$ cat config.mk
export PLATFORM = sky130hd
export DESIGN_NAME = ex_flag_pipe
export DESIGN_NICKNAME = d
export VERILOG_FILES = /design/src/rtl/ex_flag_pipe_pkg.sv /design/src/rtl/ex_flag_pipe_cond_eval.sv /design/src/rtl/ex_flag_pipe.sv
export SDC_FILE = /design/constraint.sdc
export NUM_CORES = 1
export LEC_CHECK = 0
export ABC_AREA = 1
export BUFFER_PORTS_ARGS = -buffer_cell sky130_fd_sc_hd__buf_2
export CAP_MARGIN = 25
export CORE_MARGIN = 10
export CORE_UTILIZATION = 39
export DETAILED_ROUTE_END_ITERATION = 8
export PLACE_DENSITY = 0.78
export SYNTH_ARGS = -nofsm -noshare
export SYNTH_HDL_FRONTEND = slang
export SYNTH_SLANG_ARGS = --single-unit
$ cat constraint.sdc
create_clock -name clk -period 0.8 [get_ports clk]
set_clock_uncertainty 0.05 [all_clocks]
set_input_delay 0.12 -clock clk [delete_from_list [all_inputs] [get_ports clk]]
set_output_delay 0.12 -clock clk [all_outputs]
set_load 0.02 [all_outputs]
$ cat src/rtl/ex_flag_pipe_pkg.sv
// Shared constants for the EX/MEM result latch and the branch condition logic.
//   - ALU opcode encodings (any opcode with bit 3 set is a non-ALU instruction)
//   - 3-bit branch condition codes
//   - default datapath / register-specifier widths
package ex_flag_pipe_pkg;

  localparam int unsigned DwDefault = 16;
  localparam int unsigned RwDefault = 4;

  localparam logic [3:0] OpAdd    = 4'b0000;
  localparam logic [3:0] OpSub    = 4'b0001;
  localparam logic [3:0] OpXor    = 4'b0010;
  localparam logic [3:0] OpRed    = 4'b0011;
  localparam logic [3:0] OpSll    = 4'b0100;
  localparam logic [3:0] OpSra    = 4'b0101;
  localparam logic [3:0] OpRor    = 4'b0110;
  localparam logic [3:0] OpPaddsb = 4'b0111;

  localparam logic [2:0] CondNe     = 3'b000;
  localparam logic [2:0] CondEq     = 3'b001;
  localparam logic [2:0] CondGt     = 3'b010;
  localparam logic [2:0] CondLt     = 3'b011;
  localparam logic [2:0] CondGte    = 3'b100;
  localparam logic [2:0] CondLte    = 3'b101;
  localparam logic [2:0] CondOvfl   = 3'b110;
  localparam logic [2:0] CondUncond = 3'b111;

endpackage

$ cat src/rtl/ex_flag_pipe_cond_eval.sv
// Branch condition evaluator (purely combinational).
//   flag_z, flag_v, flag_n : committed flags
//   cond                   : 3-bit condition code
//   cond_true              : condition holds for the given flags
module ex_flag_pipe_cond_eval
  import ex_flag_pipe_pkg::*;
(
  input  logic       flag_z,
  input  logic       flag_v,
  input  logic       flag_n,
  input  logic [2:0] cond,
  output logic       cond_true
);

  always_comb begin
    cond_true = 1'b0;
    unique case (cond)
      CondNe:     cond_true = ~flag_z;
      CondEq:     cond_true = flag_z;
      CondGt:     cond_true = ~flag_z & ~flag_n;
      CondLt:     cond_true = flag_n;
      CondGte:    cond_true = flag_z | (~flag_z & ~flag_n);
      CondLte:    cond_true = flag_n | flag_z;
      CondOvfl:   cond_true = flag_v;
      CondUncond: cond_true = 1'b1;
      default:    cond_true = 1'b0;
    endcase
  end

endmodule

$ cat src/rtl/ex_flag_pipe.sv
// EX/MEM pipeline latch plus architectural Z/V/N flag register.
//   clk, rst              : clock, async active-high reset
//   ex_*                  : instruction leaving the EX-stage ALU
//   stall, flush          : hazard-unit controls (stall wins over flush)
//   cond                  : branch condition code from ID
//   mem_*                 : registered EX/MEM latch contents
//   flag_z/v/n            : committed flags
//   cond_true             : condition evaluated on committed flags only
module ex_flag_pipe
  import ex_flag_pipe_pkg::*;
#(
  parameter int unsigned DW = DwDefault,
  parameter int unsigned RW = RwDefault
) (
  input  logic          clk,
  input  logic          rst,
  input  logic          ex_valid,
  input  logic [3:0]    ex_opcode,
  input  logic [DW-1:0] ex_result,
  input  logic          ex_ovfl,
  input  logic [RW-1:0] ex_rd,
  input  logic          ex_wen,
  input  logic          stall,
  input  logic          flush,
  input  logic [2:0]    cond,
  output logic          mem_valid,
  output logic [DW-1:0] mem_result,
  output logic [RW-1:0] mem_rd,
  output logic          mem_wen,
  output logic          flag_z,
  output logic          flag_v,
  output logic          flag_n,
  output logic          cond_true
);

  logic          valid_q, valid_d;
  logic [DW-1:0] result_q, result_d;
  logic [RW-1:0] rd_q, rd_d;
  logic          wen_q, wen_d;
  logic          z_q, z_d;
  logic          v_q, v_d;
  logic          n_q, n_d;

  always_comb begin
    valid_d  = valid_q;
    result_d = result_q;
    rd_d     = rd_q;
    wen_d    = wen_q;
    z_d      = z_q;
    v_d      = v_q;
    n_d      = n_q;
    if (!stall) begin
      if (flush) begin
        // Bubble: payload fields keep their old contents, only valid/wen drop.
        valid_d = 1'b0;
        wen_d   = 1'b0;
      end else begin
        valid_d  = ex_valid;
        result_d = ex_result;
        rd_d     = ex_rd;
        wen_d    = ex_wen & ex_valid;
        if (ex_valid) begin
          case (ex_opcode)
            OpAdd, OpSub: begin
              // Result is already saturated, so a saturated sum never reads as zero.
              z_d = (ex_result == '0);
              n_d = ex_result[DW-1];
              v_d = ex_ovfl;
            end
            OpXor, OpSll, OpSra, OpRor: begin
              z_d = (ex_result == '0);
            end
            default: ; // RED, PADDSB and non-ALU opcodes leave flags alone
          endcase
        end
      end
    end
  end

  always_ff @(posedge clk or posedge rst) begin
    if (rst) begin
      valid_q  <= 1'b0;
      result_q <= '0;
      rd_q     <= '0;
      wen_q    <= 1'b0;
      z_q      <= 1'b0;
      v_q      <= 1'b0;
      n_q      <= 1'b0;
    end else begin
      valid_q  <= valid_d;
      result_q <= result_d;
      rd_q     <= rd_d;
      wen_q    <= wen_d;
      z_q      <= z_d;
      v_q      <= v_d;
      n_q      <= n_d;
    end
  end

  assign mem_valid  = valid_q;
  assign mem_result = result_q;
  assign mem_rd     = rd_q;
  assign mem_wen    = wen_q;
  assign flag_z     = z_q;
  assign flag_v     = v_q;
  assign flag_n     = n_q;

  ex_flag_pipe_cond_eval u_cond_eval (
    .flag_z    (z_q),
    .flag_v    (v_q),
    .flag_n    (n_q),
    .cond      (cond),
    .cond_true (cond_true)
  );

endmodule

# ---- After elaboration in Yosys (flattened, before gate mapping)
# Cells that the tools add are included.
dict set report totals {
  mem_bits_rw 0
  ff_bits 25
  mem_count 0
  output_inout_bits 26
  romBits 0
  in_bits 34
  word_cells 38
  latchBits 0
}
dict set report op_classes {
  reduce_logical 8
  bitwise_logic 8
  addsub 0
  shift 0
  n_eq_ne 12
  n_mux 3
  magnitude_cmp 0
  mul 0
  n_div 0
}
# cell n
set ops {}
lappend ops {{$logic_not 16->1} 1}
lappend ops {{$eq 3x3->1 const B} 4}
lappend ops {{$eq 4x3->1 const B} 3}
lappend ops {{$pmux 1 s8} 1}
lappend ops {{$reduce_and 4->1} 2}
lappend ops {{$eq 3x2->1 const B} 2}
lappend ops {{$reduce_or 6->1} 1}
lappend ops {{$eq 4x1->1 const B} 1}
lappend ops {{$eq 4x2->1 const B} 1}
lappend ops {{$logic_not 4->1} 1}
lappend ops {{$not 1->1} 4}
lappend ops {{$eq 3x1->1 const B} 1}
lappend ops {{$logic_not 3->1} 1}
lappend ops {{$and 1x1->1} 2}
lappend ops {{$mux 1} 2}
lappend ops {{$or 1x1->1} 2}
lappend ops {{$reduce_and 2->1} 1}
lappend ops {{$reduce_or 2->1} 1}

# ---- Logic depth before layout (Yosys ltp)
# Gate-level depths: netlist of run 1.
dict set report logic_depth {
  depth_word 4
  depth_mapped 6
}

# ---- By module
# Synthesis of run 1 repeated with hierarchy kept, for this count alone.
dict set report hier_totals {
  hier_cells 147
  hier_area_um2 1137.3
}
# module cells_per_inst n_inst area_each_um2
set by_module_without_submodules {}
lappend by_module_without_submodules {ex_flag_pipe 128 1 1061.0}
lappend by_module_without_submodules {ex_flag_pipe_cond_eval 19 1 76.3}

# ---- Worst setup path after synthesis of run 1
# OpenSTA, ideal clock, no wires.
dict set report synth_timing {
  path_type {register to output}
  from {register z_q, in the netlist flag_z}
  to {output port cond_true}
  arrival_ns 0.953
  stages_incl_launch_ff 6
  slack_ns -0.323
  n_path_buf 0
  cell_sequence {dfrtp_1 inv_1 o21a_1 nand2_1 nand2_1 nand2_1}
}
dict set report synth_via {
  elab_chain_cells 4
  elab_cells_between_ends 5
}
# item line_no
set synth_rtl {}
lappend synth_rtl {{from (decl)} ex_flag_pipe.sv:40} ;# logic z_q, z_d;
lappend synth_rtl {{from (signal assigned)} ex_flag_pipe.sv:94} ;# z_q <= z_d;
lappend synth_rtl {{$not 1->1} {ex_flag_pipe_cond_eval.sv:18, ex_flag_pipe_cond_eval.sv:20, ex_flag_pipe_cond_eval.sv:22}}
lappend synth_rtl {{$and 1x1->1} {ex_flag_pipe_cond_eval.sv:20, ex_flag_pipe_cond_eval.sv:22}}
lappend synth_rtl {{$or 1x1->1} ex_flag_pipe_cond_eval.sv:22} ;# CondGte: cond_true = flag_z | (~flag_z & ~flag_n);
lappend synth_rtl {{$pmux 1 s8 (*)} ex_flag_pipe_cond_eval.sv:17} ;# unique case (cond)
lappend synth_rtl {{to (decl)} ex_flag_pipe.sv:33} ;# output logic cond_true
# Mark *: on every way between the ends. The rest lies on a longest branch, timed or not.

# ---- Final worst setup path of run 1
dict set report layout_timing {
  from {register z_q, in the netlist flag_z}
  to {output port flag_z}
}
# item line_no
set layout_rtl {}
lappend layout_rtl {{to (decl)} ex_flag_pipe.sv:30} ;# output logic flag_z,
# No word-level cell between the ends.

==> results.toml, run 1 <==
[finish]
synthToLayoutAreaGrowth_pct = 84.20
final_util = 0.7514
final_area_um2 = 2072
drive_gt1_frac = 0.3927
diodes = 0
fin_nets = 282

[min_path]
hp-class = "in -> reg"

[setup_path]
rr_endpoint = "flag_z"
endpoint = "flag_z"
reg2reg_depth = 5
end_kind = "output pin"
start_kind = "flip-flop"
cp_max_fo = 2
r2r_setup_slack_ps = -230
worstPathRequired_ps = 630
startpoint = "flag_z"
r2r-start = "flag_z"
critPathArrivalTime_ps = 1220
path_class = "reg -> out"

[sta]
finalHoldViolations = 0
tightest_slew_ps = 360.4
rsz0062_at_grt = "true"
drv_slew = 0
slew_headroom = 0.7594
period_needed_ps = 1395
tns_ps = -7412
period_share = 1.744
fmax_ghz = 0.7169
finalSetupViolations = 29
fin_ws_ps = -594.8

[floorplanning]
pin_count = 60
dieHeight_um = 73.71
rows = 19
core_um2 = 2758
initial_utilization = 0.4079
die_x_um = 73.71
die_area_um2 = 5432

[global_routing]
gr-usage-met2 = 0.2301
grt_usage = 0.1335
grt_overflow = 0
grt_max_degree = 26
grt_pass1_wl_mm = 5.768
grt_pass1_vias = 1317
use_met1 = 0.1413
gr-usage-met3 = 0.05114
grt-busiest-layer = "met2"
grt_antenna_before_repair = 0

[synthesis]
syn_avg_cell_area_um2 = 7.811
yosysWarnings = 0
syn_nets = 178
synth_seq_cells = 25
syn_area_um2 = 1125
yosys.cell_types.count = 15
ys_seq_area_frac = 0.5562
synthCells = 144

[run]
maxCapViolCount = 0

[clocking]
cts_made_buffers = 3
clockBufferDepth = 2
insertion_delay_ps = 310
cts_sinks = 25
ctsRootBufferMaster = "clkbuf_4"
cts_tree = "built"
htreeDepth = 1
path_clk_slew_ps = 140

[pwr]
p_leak_nw = 1.136
power_density_nw_per_um2 = 1610
ir_drop_v = 0.001180

[routing]
vias = 1246
route.detailed.drc = 0
ant_nets = 0
routed_wl_mm = 3.628
dr.pass1.iters = 4
avgRoutedWirePerCell_um = 13.05
first_iter_violations = 52
avgViaCountPerCell = 4.482

[placed_design]
place_ws_ps = -248.3
gp_congestion = 0.7001
post-dp-hpwl_mm = 2.403
port_buffers = 59
post_dp_cell_area_um2 = 1506

[run_status]
status = "complete, but fails checks"
violations = "setup timing"
-- per-layer routing --
| metal | wire length [um] | share of wire | up-vias |
|---|---|---|---|
| met3 | 330 | 0.091 | 6 |
| met2 | 1860 | 0.51 | 40 |
| met1 | 1368 | 0.38 | 551 |
| met5 | 0 | 0 | - |
| met4 | 69 | 0.019 | 0 |
| li1 | - | - | 649 |
-- worst min path at each step --
| stage | start | end | slack (ps) | depth (start not counted) |
|---|---|---|---|---|
| 2_1_floorplan | rst | flag_n | 100 | 1 |
| 3_3_place_gp | rst | mem_result[0] | 100 | 3 |
| 3_5_place_dp | rst | mem_result[0] | 110 | 3 |
| 4_1_cts | ex_result[15] | flag_n | 10 | 3 |
| 5_1_grt | ex_result[15] | flag_n | 20 | 3 |
| 6_report | ex_result[15] | flag_n | 20 | 3 |
-- metrics by stage --
step / hold slack, ps / power, W / cells
finish: 20.04 / 0.003335 / 278
global route: 16.52 / 0.003533 / 278
CTS: 14.92 / 0.003247 / 272
detailed placement: 106.7 / 0.002326 / 239
global placement: 103.6 / 0.002310 / 239
floorplan: 97.18 / 0.001959 / 144
-- area by class of cell --
cell class,count,area [um^2]
Sequential cell,25,628.1
Fill cell,202,685.7
Clock inverter,1,5.005
Inverter,8,30.03
Multi-Input combinational cell,107,455.4
Tap cell,31,38.79
Clock buffer,3,22.52
Timing Repair Buffer,103,892.1
-- placed cells by master (no fill, tap or decap) --
cell and n:
buf_2 33, o21ai_2 1, nor2_4 1, a21oi_1 1, nor2_2 1, nand3_1 4
clkbuf_4 3, inv_2 2, clkinv_2 1, dfrtp_2 2, nor2_1 15, dlygate4sd3_1 23
buf_6 35, inv_1 6, dfrtp_1 23, buf_12 1, o21ai_0 2, buf_4 11
nand2_2 5, nor3_1 1, nand2_4 1, a22o_1 1, o21a_1 1, nand2_1 73
-- sequential cells by signal (all words and copies together) (netlist names) --
| name | cells |
|---|---|
| mem_rd | 4 |
| flag_v | 1 |
| flag_z | 1 |
| mem_wen | 1 |
| flag_n | 1 |
| mem_valid | 1 |
| mem_result | 16 |
-- synth_stat cells --
master | instances | area share
inv_2 | 1 | 0.0033
nand2_1 | 79 | 0.26
nand3_1 | 4 | 0.018
nor3_1 | 1 | 0.0044
dfrtp_1 | 25 | 0.56
buf_4 | 2 | 0.013
nor2_4 | 1 | 0.010
o21ai_0 | 3 | 0.013
nor2_2 | 1 | 0.0056
a22o_1 | 1 | 0.0078
nor2_1 | 15 | 0.050
o21a_1 | 1 | 0.0067
a21oi_1 | 1 | 0.0044
inv_1 | 7 | 0.023
buf_6 | 2 | 0.020
-- cells by family (layout without fill, tap and decap cells) --
group,after synthesis,count (layout),share of synthesized area
AND/OR/NAND/NOR,101,101,0.3515
flip-flops,25,25,0.5562
buffers and inverters,12,115,0.06006
AO/OA/AOI/OAI,6,6,0.03225
-- timing repair --
item	4_1_cts	5_1_grt
gates cloned	0	0
setup endpoints to repair	27	34
endpoints found under the hold margin	47	0
hold buffers	23	0
buffers inserted	6	6
pin swaps	3	8
gates resized for setup	57	12
-- critical path, cell delays in order (launching register included) --
cell	delay, ps
dfrtp_2	430
buf_4	130
buf_4	120
buf_6	110
buf_6	120
-- report_power, final --
part / internal, W / leakage (nW) / switching (W)
clock network: 0.000187 / 0.0177 / 0.000371
registers: 0.00142 / 0.311 / 0.000115
logic: 0.000684 / 0.807 / 0.000563
total: 0.00229 / 1.14 / 0.00105
Power figures use the tool's default switching activity.
==> run 2, diff against run 1 <==
PLACE_DENSITY = 0.81   (was 0.78)
==> run 2 against run 1 <==
Compared with the run above: sequential share of layout area rose by 0.28 points; combinational power is essentially flat; sequential power is essentially flat; global-route usage rose by 0.72 points; utilization is 0.68 points lower; register-to-register slack improved by 130 ps; wire length is 7.1% higher; worst hold slack improved by 5.3 ps; largest cell class unchanged; cell count unchanged; worst setup slack lost 7.8 ps; critical endpoint is now cond_true; die area unchanged; non-clock buffer count did not move; the run still ends with setup timing left.
==> results.toml, run 2 (synthesized netlist as in run 1, its figures left out) <==
[run_status]
status = "complete, but fails checks"
violations = "setup timing"

[floorplanning]
initial_utilization = 0.4079
rows = 19
die_x_um = 73.71
die_area_um2 = 5432
pin_count = 60
dieHeight_um = 73.71
core_um2 = 2758

[sta]
tightest_slew_ps = 408.9
tns_ps = -7247
period_share = 1.753
period_needed_ps = 1403
fmax_ghz = 0.7129
rsz0062_at_grt = "true"
finalHoldViolations = 0
finalSetupViolations = 33
drv_slew = 0
fin_ws_ps = -602.7
slew_headroom = 0.7270

[global_routing]
grt_antenna_before_repair = 0
grt_max_degree = 21
grt_pass1_wl_mm = 6.168
grt_overflow = 0
grt_pass1_vias = 1383
grt_usage = 0.1407

[setup_path]
start_kind = "flip-flop"
critPathArrivalTime_ps = 1230
path_class = "reg -> out"
r2r-start = "flag_z"
startpoint = "flag_z"
end_kind = "output pin"
worstPathRequired_ps = 630
cp_max_fo = 3

[clocking]
cts_tree = "built"
insertion_delay_ps = 310
cts_sinks = 25
path_clk_slew_ps = 140
ctsRootBufferMaster = "clkbuf_4"
clockBufferDepth = 2
cts_made_buffers = 3
htreeDepth = 1

[finish]
fillers = 209
largest_reg_flops = 16
drive_gt1_frac = 0.3968
synthToLayoutAreaGrowth_pct = 82.54
fin_nets = 282
final_cell_mix = "nand2_1 (72), buf_6 (35), buf_2 (33)"
diodes = 0
layout.cells.most_common = "nand2_1"
final_util = 0.7446

[routing]
wl_met2_mm = 2.172
routed_wl_mm = 3.884
wl_met1_mm = 1.463
route.detailed.drc = 0
highest_layer = "met4"
vias = 1297
ant_nets = 0
avgViaCountPerCell = 4.665
dr.pass1.iters = 4
dr_wl_met3_um = 231
first_iter_violations = 30
avgRoutedWirePerCell_um = 13.97

[pwr]
power_density_nw_per_um2 = 1627
seq_power_share = 0.460
power.switching_fraction = 0.3178
clkPwrFrac = 0.168
p_sw_w = 0.001062
p_leak_nw = 1.128
ir_drop_v = 0.001623
power.internal_w = 0.002279
pwr-share-comb = 0.372

[placed_design]
post-dp-hpwl_mm = 2.612
gp_congestion = 0.7220
port_buffers = 59

[run]
maxCapViolCount = 0

[min_path]
hp-class = "in -> reg"
worstHoldStart = "stall"
## run 2: worst paths after layout
path | to | slack, ps | cells past startpoint
setup / recovery | cond_true | -600 | 6
hold / removal | mem_valid | 30 | 2
setup reg to reg | flag_z | -100 | 4
hold reg to reg | mem_result[14] | 460 | 2
max in group asynchronous | flag_z | 230 | 4
min in group asynchronous | mem_result[1] | 280 | 4
## run 2: timing repair
action,CTS,global route
endpoints found under the setup margin,27,35
pin swaps,4,6
hold endpoints to repair,45,1
setup buffers,7,4
resized for setup,58,12
hold buffers,21,1
cloned,0,0
## run 2: through the flow
step	hold slack [ps]	std cells	cell area (um^2)	setup WS, ps	total power [W]
3_3_place_gp	83.53	242	1516	-229.4	0.002310
4_1_cts	3.666	274	1983	-617.9	0.003252
3_5_place_dp	86.98	242	1516	-303.1	0.002337
2_1_floorplan	97.18	144	1130	-212.8	0.001959
5_1_grt	15.81	278	2053	-725.8	0.003536
6_report	25.29	278	2053	-602.7	0.003341
## run 2: layer usage
| metal | global-route usage | vias to the layer above |
|---|---|---|
| met1 | 0.1502 | 618 |
| met4 | 0.04141 | 0 |
| met3 | 0.04038 | 2 |
| li1 | - | 642 |
| met2 | 0.2585 | 35 |
| met5 | 0 | - |
## run 2: final cells by class
cell class / count / area [um^2] / area share
inverter: 8 / 30.03 / 0.01463
multi-input combinational: 107 / 452.9 / 0.2206
tap: 31 / 38.79 / 0.01889
clock buffer: 4 / 26.28 / 0.01280
sequential: 25 / 628.1 / 0.3059
timing repair buffer: 103 / 877.1 / 0.4272
## run 2: power by group through the flow
stage	sequential, W	clock [W]	combinational [W]
after floorplan	0.00171	0	0.000248
after global placement	0.00151	0	0.000803
after detailed placement	0.00151	0	0.000825
after CTS	0.00152	0.000567	0.00116
after global routing	0.00155	0.000636	0.00135
final	0.00154	0.000561	0.00124
## run 2: critical path, cell delays in order (launching register included)
cell and delay (ps):
dfrtp_2 430, inv_2 70, o21a_1 130, nand2_1 60, nand2_1 80, nand2_2 50, buf_6 120
